$ cat src/rtl/mchan_resp_router_pkg.sv
// Shared types and width helpers for the mchan response router and its per-port FIFO.
// Optional feature macro: MCHAN_RESP_ROUTER_ERR_EN (sticky out-of-range-ID flag plus assertions).
package mchan_resp_router_pkg;

    // State fields are sized for the largest supported FIFO (DEPTH <= 255).
    localparam int unsigned FIFO_STATE_W = 8;

    typedef logic [FIFO_STATE_W-1:0] fifo_field_t;

    typedef struct packed {
        fifo_field_t rd_ptr;
        fifo_field_t wr_ptr;
        fifo_field_t count;
    } fifo_state_t;

    function automatic int unsigned ptr_w(input int unsigned depth);
        return (depth <= 1) ? 1 : $clog2(depth);
    endfunction

    function automatic int unsigned cnt_w(input int unsigned depth);
        return $clog2(depth + 1);
    endfunction

endpackage

$ cat src/rtl/mchan_resp_fifo.sv
// Single-clock per-port response FIFO: push/full on one side, pop/empty with head data on the other.
// With MCHAN_RESP_ROUTER_ERR_EN defined, a push into a full FIFO trips an assertion.
module mchan_resp_fifo
    import mchan_resp_router_pkg::*;
#(
    parameter int unsigned DATA_WIDTH = 32,
    parameter int unsigned DEPTH      = 2
) (
    input  logic                  clk,
    input  logic                  rst_n,
    input  logic                  push_i,
    input  logic [DATA_WIDTH-1:0] data_i,
    output logic                  full_o,
    input  logic                  pop_i,
    output logic                  empty_o,
    output logic [DATA_WIDTH-1:0] data_o
);

    localparam int unsigned PW       = ptr_w(DEPTH);
    localparam fifo_field_t LAST_PTR = fifo_field_t'(DEPTH - 1);
    localparam fifo_field_t FULL_CNT = fifo_field_t'(DEPTH);
    localparam fifo_field_t ONE      = fifo_field_t'(1);

    fifo_state_t           state_q, state_d;
    logic [DATA_WIDTH-1:0] mem_q [DEPTH];
    logic [DATA_WIDTH-1:0] mem_d [DEPTH];
    logic                  do_push, do_pop;

    assign full_o  = (state_q.count == FULL_CNT);
    assign empty_o = (state_q.count == '0);
    assign data_o  = mem_q[state_q.rd_ptr[PW-1:0]];

    assign do_push = push_i && !full_o;
    assign do_pop  = pop_i && !empty_o;

    always_comb begin
        state_d = state_q;
        mem_d   = mem_q;
        if (do_push) begin
            mem_d[state_q.wr_ptr[PW-1:0]] = data_i;
            state_d.wr_ptr = (state_q.wr_ptr == LAST_PTR) ? '0 : state_q.wr_ptr + ONE;
        end
        if (do_pop) begin
            state_d.rd_ptr = (state_q.rd_ptr == LAST_PTR) ? '0 : state_q.rd_ptr + ONE;
        end
        // Simultaneous push and pop leaves the occupancy untouched.
        if (do_push && !do_pop) begin
            state_d.count = state_q.count + ONE;
        end else if (do_pop && !do_push) begin
            state_d.count = state_q.count - ONE;
        end
    end

    always_ff @(posedge clk) begin
        if (!rst_n) begin
            state_q <= '0;
        end else begin
            state_q <= state_d;
        end
    end

    // Payload storage carries no reset; only the pointers decide what is valid.
    always_ff @(posedge clk) begin
        mem_q <= mem_d;
    end

`ifdef MCHAN_RESP_ROUTER_ERR_EN
    a_no_push_full: assert property (@(posedge clk) disable iff (!rst_n) !(push_i && full_o));
`endif

endmodule

$ cat src/rtl/mchan_resp_router.sv
// 1-to-N response router: decodes id_i, pushes the beat into that port's FIFO, grants unless it is full.
// MCHAN_RESP_ROUTER_ERR_EN enables the sticky err_o flag and the out-of-range-ID assertion.
module mchan_resp_router
    import mchan_resp_router_pkg::*;
#(
    parameter int unsigned DATA_WIDTH = 32,
    parameter int unsigned N_MASTER   = 2,
    parameter int unsigned LOG_MASTER = (N_MASTER == 1) ? 1 : $clog2(N_MASTER),
    parameter int unsigned DEPTH      = 2
) (
    input  logic                                 clk,
    input  logic                                 rst_n,
    input  logic                                 req_i,
    output logic                                 gnt_o,
    input  logic [DATA_WIDTH-1:0]                data_i,
    input  logic [LOG_MASTER-1:0]                id_i,
    output logic [N_MASTER-1:0]                  req_o,
    input  logic [N_MASTER-1:0]                  gnt_i,
    output logic [N_MASTER-1:0][DATA_WIDTH-1:0]  data_o,
    output logic                                 err_o
);

    localparam logic [LOG_MASTER:0] N_M = (LOG_MASTER + 1)'(N_MASTER);

    logic                in_range;
    logic                full_sel;
    logic [N_MASTER-1:0] sel, push, full, empty;

    assign in_range = ({1'b0, id_i} < N_M);

    always_comb begin
        sel      = '0;
        full_sel = 1'b0;
        for (int p = 0; p < N_MASTER; p++) begin
            if (id_i == LOG_MASTER'(p)) begin
                sel[p]   = 1'b1;
                full_sel = full[p];
            end
        end
        // Grant looks only at the registered full flag, never at this cycle's pop.
        gnt_o = in_range ? !full_sel : 1'b1;
        push  = (req_i && gnt_o) ? sel : '0;
    end

    for (genvar p = 0; p < N_MASTER; p++) begin : g_port
        mchan_resp_fifo #(
            .DATA_WIDTH (DATA_WIDTH),
            .DEPTH      (DEPTH)
        ) u_fifo (
            .clk     (clk),
            .rst_n   (rst_n),
            .push_i  (push[p]),
            .data_i  (data_i),
            .full_o  (full[p]),
            .pop_i   (gnt_i[p]),
            .empty_o (empty[p]),
            .data_o  (data_o[p])
        );
        assign req_o[p] = !empty[p];
    end

`ifdef MCHAN_RESP_ROUTER_ERR_EN
    logic err_q, err_d;

    always_comb begin
        err_d = err_q | (req_i && !in_range);
    end

    always_ff @(posedge clk) begin
        if (!rst_n) begin
            err_q <= 1'b0;
        end else begin
            err_q <= err_d;
        end
    end

    assign err_o = err_q;

    a_id_in_range: assert property (@(posedge clk) disable iff (!rst_n) req_i |-> in_range);
`else
    assign err_o = 1'b0;
`endif

endmodule

$ cat config.mk
export PLATFORM = sky130hd
export DESIGN_NAME = mchan_resp_router
export DESIGN_NICKNAME = d
export VERILOG_FILES = /design/src/rtl/mchan_resp_router_pkg.sv /design/src/rtl/mchan_resp_fifo.sv /design/src/rtl/mchan_resp_router.sv
export SDC_FILE = /design/constraint.sdc
export NUM_CORES = 1
export LEC_CHECK = 0
export CORE_ASPECT_RATIO = 0.75
export CORE_UTILIZATION = 59
export CTS_CLUSTER_SIZE = 24
export DETAILED_ROUTE_END_ITERATION = 8
export GPL_TIMING_DRIVEN = 0
export PLACE_DENSITY = 0.83
export RECOVER_POWER = 100
export SETUP_SLACK_MARGIN = 0.5
export SLEW_MARGIN = 20
export SYNTH_ARGS = -nofsm -noshare
export SYNTH_HDL_FRONTEND = slang
export SYNTH_SLANG_ARGS = --single-unit
$ cat constraint.sdc
create_clock -name clk -period 5.95 [get_ports clk]
set_input_delay 0.595 -clock clk [delete_from_list [all_inputs] [get_ports clk]]
set_output_delay 0.595 -clock clk [all_outputs]
set_load 0.03 [all_outputs]
==> qor.yml, run 1 <==
clocking:
  h-tree-depth: 4
  postCtsSetupBuffers: 0
  cts_hold_buf: 0
  cts_buffers: 17
  cts_root_buf: "clkbuf_16"
  cts.repair.resized: 0
  cts.sink_count: 176
  path_clk_slew_ns: 0.07
  cts_buffer_depth: 2
  cts_tree: "done"
  worstSkewPairLatency_ns: 0.42
route:
  vias_per_cell: 5.56
  drc: 0
  wl_per_cell_um: 17.8
  drtAntennaViolNets: 0
  vias: 4659
  drt-total-wl_um: 14900
  dr.pass1.iters: 5
  drtIter0Drc: 341
sta:
  slew-limit-headroom: -0.735
  fmax_ghz: 0.260
  timing.final.ws_setup_ns: 2.10
  max_slew.worst_pin.slew_ns: 2.60
  setup_viol: 0
  post-route-period-util: 0.646
  hold_violations: 0
  finalClockSkew_ns: 0.00941
  slew_violations: 34
  rsz0062_at_grt: "no"
  period_needed_ns: 3.85
  tns_ns: 0
status:
  violations: "max-capacitance violations, max-slew violations"
  status: "finished, violations left"
setup_path:
  path_class: "flop to flop"
  crit_arrival_ns: 4.16
  crit_path_end_kind: "flop"
  critical_path.max_fanout: 33
  cp-start-kind: "flop"
  cp.required_ns: 6.26
yosys:
  ys_warn_count: 0
  yosys.area.top_type: "edfxtp_1"
  synthTopCellsByArea: "edfxtp_1 52%, dfxtp_1 13%, mux2_2 9.8%"
  synthCells: 534
  yosysTopAreaCellShare: 0.516
  syn-cell-area_um2: 7450
  synth_edf_count: 128
  synth-seq-cells: 176
  synthFlopType: "edfxtp_1"
  synth_nets: 597
  yosysUniqueCellTypes: 56
  synthArstFlopShare: 0
  syn_avg_cell_area_um2: 13.9
  yosysSeqAreaShare: 0.645
hold_path:
  holdCritPathClass: "flop to flop"
die:
  start_util: 0.605
  die_w_um: 132
  die_h_um: 99.3
  die_area_um2: 13100
  core-area_um2: 12300
  num_rows: 35
  pin_count: 106
layout:
  seqCellArea_um2: 4800
  final_cells: 838
  areaGrowthSynthToFinish_pct: 23.8
  fin_nets: 722
  final_util: 0.749
  drive_above_1_share: 0.153
  fillerInstances: 778
  multi_input_comb_area_um2: 2450
  diodes: 0
flow_run:
  maxCapViolCount: 1
global_route:
  grt_pass1_vias: 4623
  overflow: 0
  grt_use_total: 0.238
  grt_pass1_wl_um: 23600
  grt_max_degree: 34
  antenna_found_initial: 0
pwr:
  ir_worst_vdd_v: 0.000322
  p_per_area_nw_per_um2: 446
  p_leak_uw: 0.00326
place:
  dp_slack_ns: 2.10
  io_buffers: 103
  post-dp-hpwl_um: 10100
  dpl.cell_count: 806
  gp_congestion: 0.863
-- metal layers --
layer | GRT usage | part of all wire
met1 | 0.313 | 0.43
met2 | 0.398 | 0.51
met3 | 0.0556 | 0.054
met4 | 0.0707 | 0.012
met5 | 0 | 0
-- power by group --
| part | internal (uW) | switching (uW) | total (uW) |
|---|---|---|---|
| clock | 565 | 510 | 1070 |
| combinational | 643 | 874 | 1520 |
| sequential | 1440 | 79.2 | 1520 |
-- path summary, 6_finish.rpt --
kind                                             from                                        end  slack (ns)  depth (start not counted)
min          g_port[1].u_fifo.state_q[7]$_SDFFE_PN0P_   g_port[1].u_fifo.state_q[7]$_SDFFE_PN0P_        0.50                          2
max          g_port[1].u_fifo.state_q[0]$_SDFFE_PN0P_  g_port[1].u_fifo.state_q[11]$_SDFFE_PN0P_        2.10                          8
min reg2reg  g_port[1].u_fifo.state_q[7]$_SDFFE_PN0P_   g_port[1].u_fifo.state_q[7]$_SDFFE_PN0P_        0.50                          2
max reg2reg  g_port[1].u_fifo.state_q[0]$_SDFFE_PN0P_  g_port[1].u_fifo.state_q[11]$_SDFFE_PN0P_        2.10                          8
-- state kept, by name (all words and copies together) (netlist names) --
name / count
g_port.u_fifo.mem_q: 128
g_port.u_fifo.state_q: 48
-- cell usage after synthesis (3+ instances only) --
cell and number:
xnor2_1 16, inv_2 3, xor2_1 15, mux2_2 65, nand2b_1 3, edfxtp_1 128
o21ai_0 20, a21o_1 3, a21oi_1 7, nor4b_1 4, buf_1 4, and2_1 21
nand2_1 30, o31ai_1 3, and3_1 5, ha_1 23, nand3_1 12, dfxtp_1 48
mux2i_1 3, o21a_1 4, nor2b_1 3, nand4_1 12, nor3_1 11, clkbuf_1 9
inv_1 14, nor2_1 30, buf_4 3
-- through the flow --
stage                     cell area [um2]  total power, uW  hold slack [ns]
after detailed placement             8780             3150            0.493
after global placement               8690             3090            0.463
after floorplan                      7450             2640            0.446
after CTS                            9360             4230            0.502
after global routing                 9220             4320            0.520
final                                9220             4110            0.504
-- layout by cell type, fill, tap and decap left out, types with 5 or more instances in the layout --
master             n
inv_1             17
inv_8              8
dlygate4sd3_1     95
clkdlybuf4s50_1    8
xnor2_1           16
and2_0            20
dfxtp_1           48
mux2_2            65
clkbuf_1          18
o21ai_0           23
ha_1              23
xor2_1            15
nor2_1            30
and3_1             5
nand4_1           12
nand3_1           13
edfxtp_1         128
clkbuf_16         17
a21oi_1            7
nand2_1           30
nor3_1            11
-- final cells by class --
type | instances | share of cell area
Multi-Input combinational cell | 324 | 0.266
Buffer | 17 | 0.00774
Inverter | 17 | 0.00692
Clock inverter | 15 | 0.0168
Tap cell | 166 | 0.0225
Sequential cell | 176 | 0.521
Timing Repair Buffer | 106 | 0.113
Clock buffer | 17 | 0.0461
-- cells by family after synthesis --
kind of cell | count (synthesis) | share of synthesized area
DFF | 176 | 0.645
and+or+nand+nor | 144 | 0.104
muxes | 68 | 0.102
AOI/OAI and AO/OA | 55 | 0.0475
buffers and inverters | 34 | 0.0197
xor gates and xnor gates | 31 | 0.0365
adders and majority gates | 25 | 0.0440
other | 1 | 0.000503
-- critical path, stage by stage (launching register included) --
cell and delay [ns]:
dfxtp_1 0.42, nor3_1 0.10, nand3_1 0.14, nand3_1 0.22, inv_1 0.29, and2_0 1.94, nand3_1 0.25, xnor2_1 0.22
and2_0 0.15
No activity file was read; power rests on OpenSTA's default activity.
==> run 2, diff against run 1 <==
--- a/config.mk
+++ b/config.mk
@@ -6,11 +6,11 @@
 export NUM_CORES = 1
 export LEC_CHECK = 0
 export CORE_ASPECT_RATIO = 0.75
-export CORE_UTILIZATION = 59
+export CORE_UTILIZATION = 49
 export CTS_CLUSTER_SIZE = 24
 export DETAILED_ROUTE_END_ITERATION = 8
 export GPL_TIMING_DRIVEN = 0
-export PLACE_DENSITY = 0.83
+export PLACE_DENSITY = 0.74
 export RECOVER_POWER = 100
 export SETUP_SLACK_MARGIN = 0.5
 export SLEW_MARGIN = 20
==> constraint.sdc (replaced) <==
create_clock -name clk -period 3.2 [get_ports clk]
set_input_delay 0.32 -clock clk [delete_from_list [all_inputs] [get_ports clk]]
set_output_delay 0.32 -clock clk [all_outputs]
set_load 0.03 [all_outputs]
==> run 2 against run 1 <==
- the run now ends clean
- hold slack worse by 0.27 ns
- cell area is 5.1% higher
- critical path depth grew 5
- clock power increased by 98%
- final cell count rose by 6.4%
- non-clock buffer count rose by 20
- power rose by 100%
- critical endpoint is now g_port[1].u_fifo.state_q[6]$_SDFFE_PN0P_
- setup slack worse by 1.8 ns
- clock skew is essentially flat
==> qor.yml, run 2 (same netlist as run 1, synthesis figures left out) <==
die:
  start_util: 0.509
  core-area_um2: 14600
  die_h_um: 109
  pin_count: 106
  die_w_um: 144
  num_rows: 38
  die_area_um2: 15700
sta:
  setup_viol: 0
  post-route-period-util: 0.907
  hold_violations: 0
  slew_violations: 0
  slew-limit-headroom: 0.0917
  period_needed_ns: 2.90
  max_slew.worst_pin.slew_ns: 1.36
  rsz0062_at_grt: "yes"
  timing.final.ws_setup_ns: 0.298
  finalClockSkew_ns: 0.00925
  fmax_ghz: 0.345
pwr:
  p_comb_frac: 0.402
  p_clk_frac: 0.254
  p_int_uw: 5430
  switching_power_uw: 2920
  sw_frac_of_total: 0.349
  p_leak_uw: 0.00345
  seq_power_share: 0.345
  p_per_area_nw_per_um2: 862
  ir_worst_vdd_v: 0.000461
  power.total_uw: 8350
global_route:
  grt_max_degree: 34
  overflow: 0
  grt_pass1_wl_um: 24000
  antenna_found_initial: 0
  grt_pass1_vias: 4686
  grt_use_total: 0.206
setup_path:
  path_class: "flop to flop"
  cp.required_ns: 3.52
  reg2reg_to: "g_port[1].u_fifo.state_q[6]$_SDFFE_PN0P_"
  endpoint: "g_port[1].u_fifo.state_q[6]$_SDFFE_PN0P_"
  crit_path_start: "g_port[1].u_fifo.state_q[3]$_SDFFE_PN0P_"
  reg2regPathDepth: 13
  crit_arrival_ns: 3.22
  cp-start-kind: "flop"
  r2r-start: "g_port[1].u_fifo.state_q[3]$_SDFFE_PN0P_"
  crit_path_end_kind: "flop"
  r2r_slack_ns: 0.30
  critical_path.max_fanout: 4
route:
  drc: 0
  dr.pass1.iters: 5
  drtIter0Drc: 322
  drtAntennaViolNets: 0
  drt-total-wl_um: 15300
  vias_per_cell: 5.20
  vias: 4641
  wl_per_cell_um: 17.2
layout:
  mostFrequentLayoutCell: "edfxtp_1"
  largestRegisters: "g_port.u_fifo.mem_q x128, g_port.u_fifo.state_q x48"
  regMostFlops: "g_port.u_fifo.mem_q"
  drive_above_1_share: 0.238
  largest_register_ffs: 128
  fillerInstances: 1105
  areaGrowthSynthToFinish_pct: 30.1
  most-common-layout-cells: "128 x edfxtp_1, 65 x dlygate4sd3_1, 64 x mux2_2"
  fin_nets: 742
  diodes: 0
clocking:
  cts_tree: "done"
  cts_root_buf: "clkbuf_16"
  cts_buffers: 17
  worstSkewPairLatency_ns: 0.43
  cts.sink_count: 176
  h-tree-depth: 4
  cts_hold_buf: 0
  path_clk_slew_ns: 0.07
  cts_buffer_depth: 2
place:
  dp_slack_ns: 0.0260
  io_buffers: 103
  gp_congestion: 0.822
  post-dp-hpwl_um: 10000
hold_path:
  hold_depth: 3
  holdCritPathClass: "primary input to flop"
flow_run:
  maxCapViolCount: 0
status:
  status: "complete, no violations"
## run 2: changes by cell type in the layout (fill, tap and decap cells not counted), sizes merged, moves of 3 or more
cell           change
dlygate4sd3       -30
clkbuf            +20
buf               +19
dlymetal6s2s       +8
inv                -5
clkdlybuf4s50      +4
clkinvlp           +3
## run 2: critical path, stage by stage, from the launching register on
cell	delay, ns
dfxtp_1	0.52
nor4_4	0.09
nand3_4	0.07
and2_0	0.17
clkbuf_1	0.16
clkinvlp_2	0.17
ha_4	0.23
buf_6	0.12
fa_1	0.43
o21ai_2	0.20
a21o_1	0.15
a21oi_2	0.06
and4b_1	0.17
a311o_1	0.26
## run 2: repair_timing
item,CTS,global route
setup endpoints to repair,65,33
pin swaps,19,15
resized for setup,36,44
buffers inserted,14,6
## run 2: layout make-up
type | count | area (um2) | area share
multi-input cells | 324 | 2700 | 0.278
plain buffers | 17 | 91.3 | 0.00943
inverters | 17 | 92.6 | 0.00956
clock buffers | 18 | 429 | 0.0443
clock inverters | 14 | 173 | 0.0178
well taps | 200 | 250 | 0.0258
repair buffers | 126 | 1140 | 0.118
flip-flops and latches | 176 | 4810 | 0.497
## run 2: metal layers
metal / GRT usage / part of all wire / vias to the layer above
li1: - / - / 2255
met1: 0.261 / 0.44 / 2275
met2: 0.347 / 0.51 / 103
met3: 0.0527 / 0.044 / 8
met4: 0.0602 / 0.0064 / 0
met5: 0 / 0 / -
## run 2: per-stage QoR
step / cell area (um2) / utilization / cells / hold WS, ns / TNS, ns
after floorplan: 7610 / - / 534 / 0.419 / 0
after global placement: 8890 / 0.607 / 837 / 0.477 / -51.00
after detailed placement: 8990 / 0.614 / 840 / 0.482 / 0
after CTS: 9820 / 0.670 / 886 / 0.224 / 0
after global routing: 9690 / 0.662 / 892 / 0.229 / 0
final: 9690 / 0.662 / 892 / 0.231 / 0
## run 2: worst min path at each step
| stage | start | endpoint |
|---|---|---|
| final | rst_n | g_port[0].u_fifo.state_q[7]$_SDFFE_PN0P_ |
| after detailed placement | g_port[0].u_fifo.state_q[7]$_SDFFE_PN0P_ | g_port[0].u_fifo.state_q[7]$_SDFFE_PN0P_ |
| after CTS | rst_n | g_port[0].u_fifo.state_q[7]$_SDFFE_PN0P_ |
| after floorplan | data_i[0] | g_port[0].u_fifo.mem_q[0]$_DFFE_PP_ |
| after global placement | g_port[0].u_fifo.state_q[7]$_SDFFE_PN0P_ | g_port[0].u_fifo.state_q[7]$_SDFFE_PN0P_ |
| after global routing | rst_n | g_port[0].u_fifo.state_q[7]$_SDFFE_PN0P_ |
## run 2: power groups by stage
| stage | registers [uW] | logic (uW) | clock network (uW) |
|---|---|---|---|
| 6_report | 2880 | 3350 | 2120 |
| 5_1_grt | 2910 | 3610 | 2230 |
| 4_1_cts | 2870 | 3460 | 2150 |
| 3_5_place_dp | 2910 | 3160 | 0 |
| 3_3_place_gp | 2900 | 3070 | 0 |
| 2_1_floorplan | 2870 | 2250 | 0 |
